<file path="src/rtl/counters_run_ctrl_pkg.sv">
// counters_run_ctrl_pkg: FSM/status encodings and default widths for the counters run controller.
package counters_run_ctrl_pkg;
  localparam int DEF_DONE_W = 4;
  localparam int DEF_CNT_W  = 16;
  typedef enum logic [1:0] {IDLE, RUN, REPORT} state_e;
  typedef enum logic [1:0] {STAT_OK = 2'b00, STAT_TIMEOUT = 2'b01, STAT_ABORT = 2'b10} status_e;
endpackage

</file>
<file path="src/rtl/counters_run_wdt.sv">
// counters_run_wdt: saturating run-cycle counter with a captured limit compare (0 = no limit).
module counters_run_wdt
  import counters_run_ctrl_pkg::*;
#(
  parameter int CNT_W = DEF_CNT_W
) (
  input  logic             clk,
  input  logic             rst,
  input  logic             i_clr,
  input  logic             i_run,
  input  logic [CNT_W-1:0] i_limit,
  output logic [CNT_W-1:0] o_cnt,
  output logic             o_timeout
);
  logic [CNT_W-1:0] r_cnt, r_limit, w_inc;
  assign w_inc = r_cnt + CNT_W'(1);
  always_ff @(posedge clk or posedge rst)
    if (rst) begin
      r_cnt   <= '0;
      r_limit <= '0;
    end else if (i_clr) begin
      r_cnt   <= '0;
      r_limit <= i_limit;
    end else if (i_run && r_cnt != '1) r_cnt <= w_inc;
  assign o_cnt = r_cnt;
  // once saturated w_inc wraps to 0, which a non-zero limit never matches
  assign o_timeout = i_run && (r_limit != '0) && (w_inc == r_limit);
endmodule

</file>
<file path="src/rtl/counters_run_ctrl.sv">
// counters_run_ctrl: IDLE/RUN/REPORT sequencer gating the counters datapath enable and reporting a result.
// Optional watchdog timeout enabled by defining COUNTERS_RUN_CTRL_TIMEOUT_EN.
module counters_run_ctrl
  import counters_run_ctrl_pkg::*;
#(
  parameter int DONE_W = DEF_DONE_W,
  parameter int CNT_W  = DEF_CNT_W
) (
  input  logic              clk,
  input  logic              rst,
  input  logic              start_valid,
  output logic              start_ready,
  input  logic [DONE_W-1:0] start_mask,
  input  logic [CNT_W-1:0]  start_limit,
  input  logic              abort,
  output logic              enable,
  input  logic [DONE_W-1:0] done,
  output logic              result_valid,
  input  logic              result_ready,
  output logic [1:0]        result_status,
  output logic [CNT_W-1:0]  result_cycles
);
  state_e            r_state, w_next;
  status_e           r_status, w_status;
  logic [DONE_W-1:0] r_mask;
  logic [CNT_W-1:0]  w_cnt;
  logic              r_enable, r_valid, w_accept, w_run, w_ok, w_timeout;
  assign start_ready = r_state == IDLE;
  assign w_accept    = start_valid && start_ready;
  assign w_run       = r_state == RUN;
  assign w_ok        = (done & r_mask) == r_mask;
`ifdef COUNTERS_RUN_CTRL_TIMEOUT_EN
  counters_run_wdt #(.CNT_W(CNT_W)) u_wdt (
    .clk      (clk),
    .rst      (rst),
    .i_clr    (w_accept),
    .i_run    (w_run),
    .i_limit  (start_limit),
    .o_cnt    (w_cnt),
    .o_timeout(w_timeout)
  );
`else
  logic [CNT_W-1:0] r_cnt;
  logic             w_unused_limit;
  assign w_unused_limit = ^start_limit;
  always_ff @(posedge clk or posedge rst)
    if (rst) r_cnt <= '0;
    else if (w_accept) r_cnt <= '0;
    else if (w_run && r_cnt != '1) r_cnt <= r_cnt + CNT_W'(1);
  assign w_cnt     = r_cnt;
  assign w_timeout = 1'b0;
`endif
  always_comb begin
    w_next   = r_state;
    w_status = r_status;
    case (r_state)
      IDLE:
        if (w_accept) begin
          w_next   = (start_mask == '0) ? REPORT : RUN;
          w_status = STAT_OK;
        end
      RUN:
        if (w_ok || w_timeout || abort) begin
          w_next   = REPORT;
          w_status = w_ok ? STAT_OK : w_timeout ? STAT_TIMEOUT : STAT_ABORT;
        end
      REPORT: w_next = result_ready ? IDLE : REPORT;
      default: w_next = IDLE;
    endcase
  end
  // enable and result_valid are registered copies of the next state so they change with it
  always_ff @(posedge clk or posedge rst)
    if (rst) begin
      r_state  <= IDLE;
      r_status <= STAT_OK;
      r_mask   <= '0;
      r_enable <= 1'b0;
      r_valid  <= 1'b0;
    end else begin
      r_state  <= w_next;
      r_status <= w_status;
      r_mask   <= w_accept ? start_mask : r_mask;
      r_enable <= w_next == RUN;
      r_valid  <= w_next == REPORT;
    end
  assign enable        = r_enable;
  assign result_valid  = r_valid;
  assign result_status = r_status;
  assign result_cycles = w_cnt;
endmodule

</file>
<file path="config.mk">
export PLATFORM = sky130hd
export DESIGN_NAME = counters_run_ctrl
export DESIGN_NICKNAME = d
export VERILOG_FILES = /design/src/rtl/counters_run_ctrl_pkg.sv /design/src/rtl/counters_run_wdt.sv /design/src/rtl/counters_run_ctrl.sv
export SDC_FILE = /design/constraint.sdc
export NUM_CORES = 1
export LEC_CHECK = 0
export ABC_CLOCK_PERIOD_IN_PS = 3200
export BUFFER_PORTS_ARGS = -buffer_cell sky130_fd_sc_hd__clkbuf_2
export CORE_MARGIN = 1.5
export CORE_UTILIZATION = 46
export DETAILED_ROUTE_END_ITERATION = 16
export MAX_ROUTING_LAYER = met4
export PLACE_DENSITY = 0.86
export SYNTH_ARGS = -nofsm -noshare
export SYNTH_HDL_FRONTEND = slang
export SYNTH_SLANG_ARGS = --single-unit
</file>
<file path="constraint.sdc">
create_clock -name clk -period 3.2 [get_ports clk]
set_input_delay 0.16 -clock clk [delete_from_list [all_inputs] [get_ports clk]]
set_output_delay 0.16 -clock clk [all_outputs]
set_load 0.05 [all_outputs]
</file>
**Yosys cells after proc, flatten, opt, wreduce, memory -nomap -nowiden**

Cells that the tools add are included.

- $add $sub $neg: 1
- Shift-type cells: 0
- Multiply operators: 0
- Reductions and logical operators: 8
- Equality and inequality tests: 8
- Magnitude comparators: 0
- Div/mod/pow operators: 0
- Bitwise gates (word level): 1
- Mux-type cells: 11

Operators by type and width:

| operator | count |
|---|---|
| 2-to-1 mux 16 bit | 2 |
| adder 16 x 1 -> 16 bit (second input constant) | 1 |
| != test 16 bit (second input constant) | 1 |
| 2-to-1 mux 2 bit | 7 |
| case mux 2 bit (3 select lines) | 1 |
| bitwise AND 4 bit | 1 |
| == test 2 x 1 -> 1 bit (second input constant) | 2 |
| == test 2 bit (second input constant) | 2 |
| == test 4 bit | 1 |
| zero test 4 bit | 1 |
| != test 2 x 1 -> 1 bit (second input constant) | 2 |
| case mux 2 bit (2 select lines) | 1 |
| nonzero test 2 bit | 2 |
| AND reduction 3 bit | 1 |
| logical AND 1 bit | 2 |
| zero test 2 bit | 1 |
| logical OR 1 bit | 1 |

- Register bits after elaboration: 26
- Word-level logic and storage cells: 35
- Output and inout port bits: 21
- Memories kept: 0
- Bits in latches: 0
- RAM bits: 0
- Memory bits (read-only): 0
- Input bits: 29

**Depth between registers and ports, before layout**

- Depth after elaboration: 6
- Mapped depth: 6
- Gate-level depth less buffers: 5

**Worst setup path before layout**

Ideal clock, no wire load.

- Path kind: reg2reg
- From: register r_cnt[1] (netlist: result_cycles[1])
- To: register r_cnt[4] (netlist: result_cycles[4])
- Slack: 1.093 ns
- Library setup time: 0.097 ns
- Path buffers: 1
- Data arrival time: 2.010 ns
- Period minus slack after synthesis: 2.107 ns
- Cell stages (with the launch flop): 7
- Required time: 3.103 ns
- Path through: dfrtp_1 -> ha_1 -> nand4_4 -> o41ai_4 -> buf_6 -> o211ai_1 -> o31ai_1

- Word-level cells in the longest chain between the ends: 3
- Elaborated cells on any way between the ends: 6
- Classes of those cells: add/sub: 1; eq/ne: 1; mux: 2; reduce/logical: 2

RTL lines:

| item | line | RTL |
|---|---|---|
| start: declaration | counters_run_ctrl.sv:43 | `logic [CNT_W-1:0] r_cnt;` |
| start signal: assignment | counters_run_ctrl.sv:49 | `else if (w_run && r_cnt != '1) r_cnt <= r_cnt + CNT_W'(1);` |
| adder 16 x 1 -> 16 bit or != test 16 bit (tied branches) | counters_run_ctrl.sv:49 |  |
| 2-to-1 mux 16 bit or logical AND 1 bit (tied branches) | counters_run_ctrl.sv:49 |  |
| 2-to-1 mux 16 bit or nonzero test 2 bit (tied branches) | - |  |

Several ways; a longest one is shown, not always the timed one. The select of a mux whose other input is x is not followed.
A chain may end at the register's enable or synchronous reset.

**Worst setup path in the final report**

- From: register r_cnt[1] (netlist: result_cycles[1])
- To: register r_cnt[8] (netlist: result_cycles[8])

Same word-level chain as after synthesis.

==> run_summary.xml <==
<?xml version="1.0" encoding="UTF-8"?>
<metrics>
  <group name="status">
    <metric name="outcome" unit="">complete, but fails checks</metric>
    <metric name="failed_checks" unit="">hold timing</metric>
  </group>
  <group name="global_routing">
    <metric name="first_global_vias" unit="">1245</metric>
    <metric name="grt_antenna_before_repair" unit="">0</metric>
    <metric name="gr-usage-all-layers" unit="%">21.6</metric>
    <metric name="grt_max_degree" unit="">26</metric>
    <metric name="grt_first_pass_wirelength" unit="um">5410</metric>
    <metric name="globalRoute.totalOverflow" unit="">0</metric>
  </group>
  <group name="critical_path">
    <metric name="worst-endpoint-required" unit="ns">3.44</metric>
    <metric name="critical_path_peak_fanout" unit="">16</metric>
    <metric name="timing.setup.critical_path_class" unit="">flop to flop</metric>
    <metric name="worstSetupStartpointType" unit="">flop</metric>
    <metric name="worst-endpoint-arrival" unit="ns">2.38</metric>
    <metric name="worst_setup_path_end_kind" unit="">flop</metric>
  </group>
  <group name="power_and_ir_drop">
    <metric name="p_switching" unit="uW">481</metric>
    <metric name="combinationalPowerShare" unit="%">41.9</metric>
    <metric name="power_density_over_the_cells" unit="nW/um2">658</metric>
    <metric name="max-vdd-ir-drop" unit="uV">611</metric>
    <metric name="p_leak" unit="nW">0.712</metric>
    <metric name="sequentialPowerShare" unit="%">44.4</metric>
    <metric name="p_int" unit="uW">547</metric>
    <metric name="switching_share" unit="%">46.8</metric>
    <metric name="power.clock.fraction" unit="%">13.7</metric>
  </group>
  <group name="timing">
    <metric name="timing.hold.ws" unit="ns">-0.00149</metric>
    <metric name="layout_worst_path_cycle_share" unit="%">66.8</metric>
    <metric name="report.final.setup_viol" unit="">0</metric>
    <metric name="shortest_clock_period_the_worst_path_allows_after_layout" unit="ns">2.14</metric>
    <metric name="setup-tns-final" unit="ns">0</metric>
    <metric name="hold_viol_final" unit="">4</metric>
    <metric name="timing.fmax" unit="MHz">468</metric>
    <metric name="relSlewSlack" unit="%">38.3</metric>
    <metric name="clock_skew" unit="ns">0.00790</metric>
    <metric name="slew_violations" unit="">0</metric>
    <metric name="worst_pin_slew" unit="ns">0.924</metric>
    <metric name="rsz_0062_raised_after_global_routing" unit="">no</metric>
  </group>
  <group name="clock_network">
    <metric name="clock-root-buffer" unit="">sky130_fd_sc_hd__clkbuf_4</metric>
    <metric name="cts.sinks" unit="">25</metric>
    <metric name="post_cts_resized" unit="">0</metric>
    <metric name="post_cts.repair.setup_buffers" unit="">0</metric>
    <metric name="clock_tree.buffer_depth" unit="">2</metric>
    <metric name="ctsHoldBuffers" unit="">0</metric>
    <metric name="clkTransAtPathRegs" unit="ns">0.14</metric>
    <metric name="clock_buffers_created_by_tritoncts" unit="">3</metric>
    <metric name="clock_latency" unit="ns">0.32</metric>
    <metric name="ctsHtreeMaxLevel" unit="">1</metric>
    <metric name="clock_tree_from_tritoncts" unit="">built</metric>
  </group>
  <group name="floorplan">
    <metric name="design.core.area" unit="um2">2780</metric>
    <metric name="floorplan.die.width" unit="um">57.5</metric>
    <metric name="dieHeight" unit="um">57.5</metric>
    <metric name="die_area" unit="um2">3300</metric>
    <metric name="initial_utilization" unit="%">49.1</metric>
    <metric name="pin_count" unit="">50</metric>
    <metric name="num_rows" unit="">19</metric>
  </group>
  <group name="synthesis">
    <metric name="synth_enable_flop_cells" unit="">0</metric>
    <metric name="yosys.cell_count.top_type" unit="">sky130_fd_sc_hd__dfrtp_1</metric>
    <metric name="distinct_cell_type_count_of_the_synthesized_netlist" unit="">41</metric>
    <metric name="synth.top_cell.area_share" unit="%">45.8</metric>
    <metric name="netlist_top_cells_count" unit="">25 x sky130_fd_sc_hd__dfrtp_1, 22 x sky130_fd_sc_hd__nand2_1, 9 x sky130_fd_sc_hd__nor2_1, 8 x sky130_fd_sc_hd__nand3_1</metric>
    <metric name="syn-instance-count" unit="">144</metric>
    <metric name="synth_area_per_cell" unit="um2">9.48</metric>
    <metric name="yosys_most_used_dff" unit="">sky130_fd_sc_hd__dfrtp_1</metric>
    <metric name="post_synth_main_area_contributors" unit="">sky130_fd_sc_hd__dfrtp_1 46%, sky130_fd_sc_hd__nand2_1 6.0%, sky130_fd_sc_hd__o211ai_1 3.8%</metric>
    <metric name="asr_flop_ratio_synth" unit="%">100</metric>
    <metric name="cell_area_after_synthesis" unit="um2">1370</metric>
    <metric name="synthDominantAreaCellType" unit="">sky130_fd_sc_hd__dfrtp_1</metric>
    <metric name="seq_area_frac_synth" unit="%">45.8</metric>
    <metric name="synth_warnings" unit="">0</metric>
    <metric name="synth-seq-cells" unit="">25</metric>
    <metric name="synth_nets" unit="">174</metric>
  </group>
  <group name="routing">
    <metric name="violation_count_after_the_first_detailed_routing_iteration" unit="">43</metric>
    <metric name="final_antenna_net_count" unit="">0</metric>
    <metric name="vias" unit="">1228</metric>
    <metric name="postRouteWirelength" unit="um">3120</metric>
    <metric name="route.detailed.drc" unit="">0</metric>
    <metric name="avgViaCountPerCell" unit="">5.96</metric>
    <metric name="drt_pre_antenna_iters" unit="">5</metric>
    <metric name="average_wire_per_standard_cell" unit="um">15.1</metric>
  </group>
  <group name="layout">
    <metric name="fin_nets" unit="">206</metric>
    <metric name="post-route-util" unit="%">56.1</metric>
    <metric name="post_route_cells_drive_above_1_share" unit="%">22.9</metric>
    <metric name="layout-area-overhead-vs-synth" unit="%">14.4</metric>
    <metric name="insertedDiodeCount" unit="">0</metric>
  </group>
  <group name="place">
    <metric name="dp.final_hpwl" unit="um">2330</metric>
    <metric name="routabilityCongestion" unit="">0.935</metric>
    <metric name="io_buffer_count" unit="">32</metric>
  </group>
  <group name="min_path">
    <metric name="worstHoldPathType" unit="">input pin to async pin</metric>
  </group>
  <group name="job">
    <metric name="max_cap_viol_count" unit="">0</metric>
  </group>
</metrics>
==> routing by layer <==
metal	track usage [%]	up-vias	part of all wire [%]
met5	-	-	0
li1	-	600	-
met2	35.9	48	49
met3	3.17	8	4.8
met4	9.63	0	1.8
met1	25.8	572	44
==> metrics by stage <==
step                power (mW)  cell area (um2)  std cells  hold slack [ns]  worst slack (ns)
floorplan                0.792             1370        144            0.187              1.09
global placement         0.866             1540        202            0.372              1.19
detailed placement       0.890             1540        202            0.379              1.11
CTS                       1.03             1560        206           0.0356              1.08
global route              1.09             1560        206           0.0498             0.884
finish                    1.03             1560        206         -0.00149              1.06
==> worst paths after layout <==
kind / start / slack, ns / to / cells past startpoint
min in group clk: start_mask[1] / 0.04 / r_mask[1]$_DFFE_PP0N_ / 3
worst max register to register: result_cycles[1]$_DFFE_PP0P_ / 1.06 / result_cycles[8]$_DFFE_PP0P_ / 5
worst min register to register: r_mask[1]$_DFFE_PP0N_ / 0.51 / r_mask[1]$_DFFE_PP0N_ / 2
max in group asynchronous: rst / 2.63 / r_state[0]$_DFF_PP0_ / 2
worst min-delay path: rst / -0.001 / r_mask[2]$_DFFE_PP0N_ / 2
worst max-delay path: result_cycles[1]$_DFFE_PP0P_ / 1.06 / result_cycles[8]$_DFFE_PP0P_ / 5
==> final cells by class <==
cell class / count / area, um2
Fill cell: 257 / 1220
Multi-Input combinational cell: 111 / 696
Clock buffer: 4 / 26.3
Sequential cell: 25 / 626
Timing Repair Buffer: 33 / 168
Inverter: 2 / 7.51
Tap cell: 31 / 38.8
==> state kept, by name (all words and copies together) (netlist names) <==
name	flops
result_valid	1
result_status	1
result_cycles	16
r_state	2
enable	1
r_mask	4
==> kinds of logic after synthesis <==
logic type               share of synthesized area, %
AO/OA/AOI/OAI                                    16.9
XOR/XNOR                                        0.642
adder cells (fa/ha/maj)                         0.916
buffers and inverters                            3.21
flip-flops                                       45.8
multiplexers                                     2.20
other                                           0.275
AND/OR/NAND/NOR                                  30.1
==> cells in the final DEF, fill, tap and decap left out, types with 2 or more instances in the layout <==
master,instances
sky130_fd_sc_hd__o211ai_1,7
sky130_fd_sc_hd__or3_1,2
sky130_fd_sc_hd__nor4_1,4
sky130_fd_sc_hd__o21ai_0,4
sky130_fd_sc_hd__clkbuf_2,32
sky130_fd_sc_hd__and4_1,3
sky130_fd_sc_hd__nand3_1,8
sky130_fd_sc_hd__dfrtp_1,25
sky130_fd_sc_hd__clkbuf_4,3
sky130_fd_sc_hd__a21oi_1,7
sky130_fd_sc_hd__nor2_1,9
sky130_fd_sc_hd__nor3_1,2
sky130_fd_sc_hd__nand4_1,7
sky130_fd_sc_hd__nand3b_1,2
sky130_fd_sc_hd__inv_1,2
sky130_fd_sc_hd__nand2b_1,6
sky130_fd_sc_hd__o31ai_1,5
sky130_fd_sc_hd__nand2_1,22
sky130_fd_sc_hd__mux2i_1,3
==> critical path, stage by stage (launching register included) <==
cell,delay (ns)
sky130_fd_sc_hd__dfrtp_1,0.45
sky130_fd_sc_hd__ha_1,0.28
sky130_fd_sc_hd__nand4_4,0.18
sky130_fd_sc_hd__o41ai_4,0.79
sky130_fd_sc_hd__o21ai_0,0.17
sky130_fd_sc_hd__a21oi_1,0.17
==> power by group through the flow <==
stage / sequential [mW] / clock (mW) / combinational, mW
2_1_floorplan: 0.535 / 0 / 0.256
3_3_place_gp: 0.456 / 0 / 0.410
3_5_place_dp: 0.459 / 0 / 0.431
4_1_cts: 0.454 / 0.144 / 0.432
5_1_grt: 0.468 / 0.157 / 0.464
6_report: 0.456 / 0.141 / 0.430
Power figures use the tool's default switching activity.
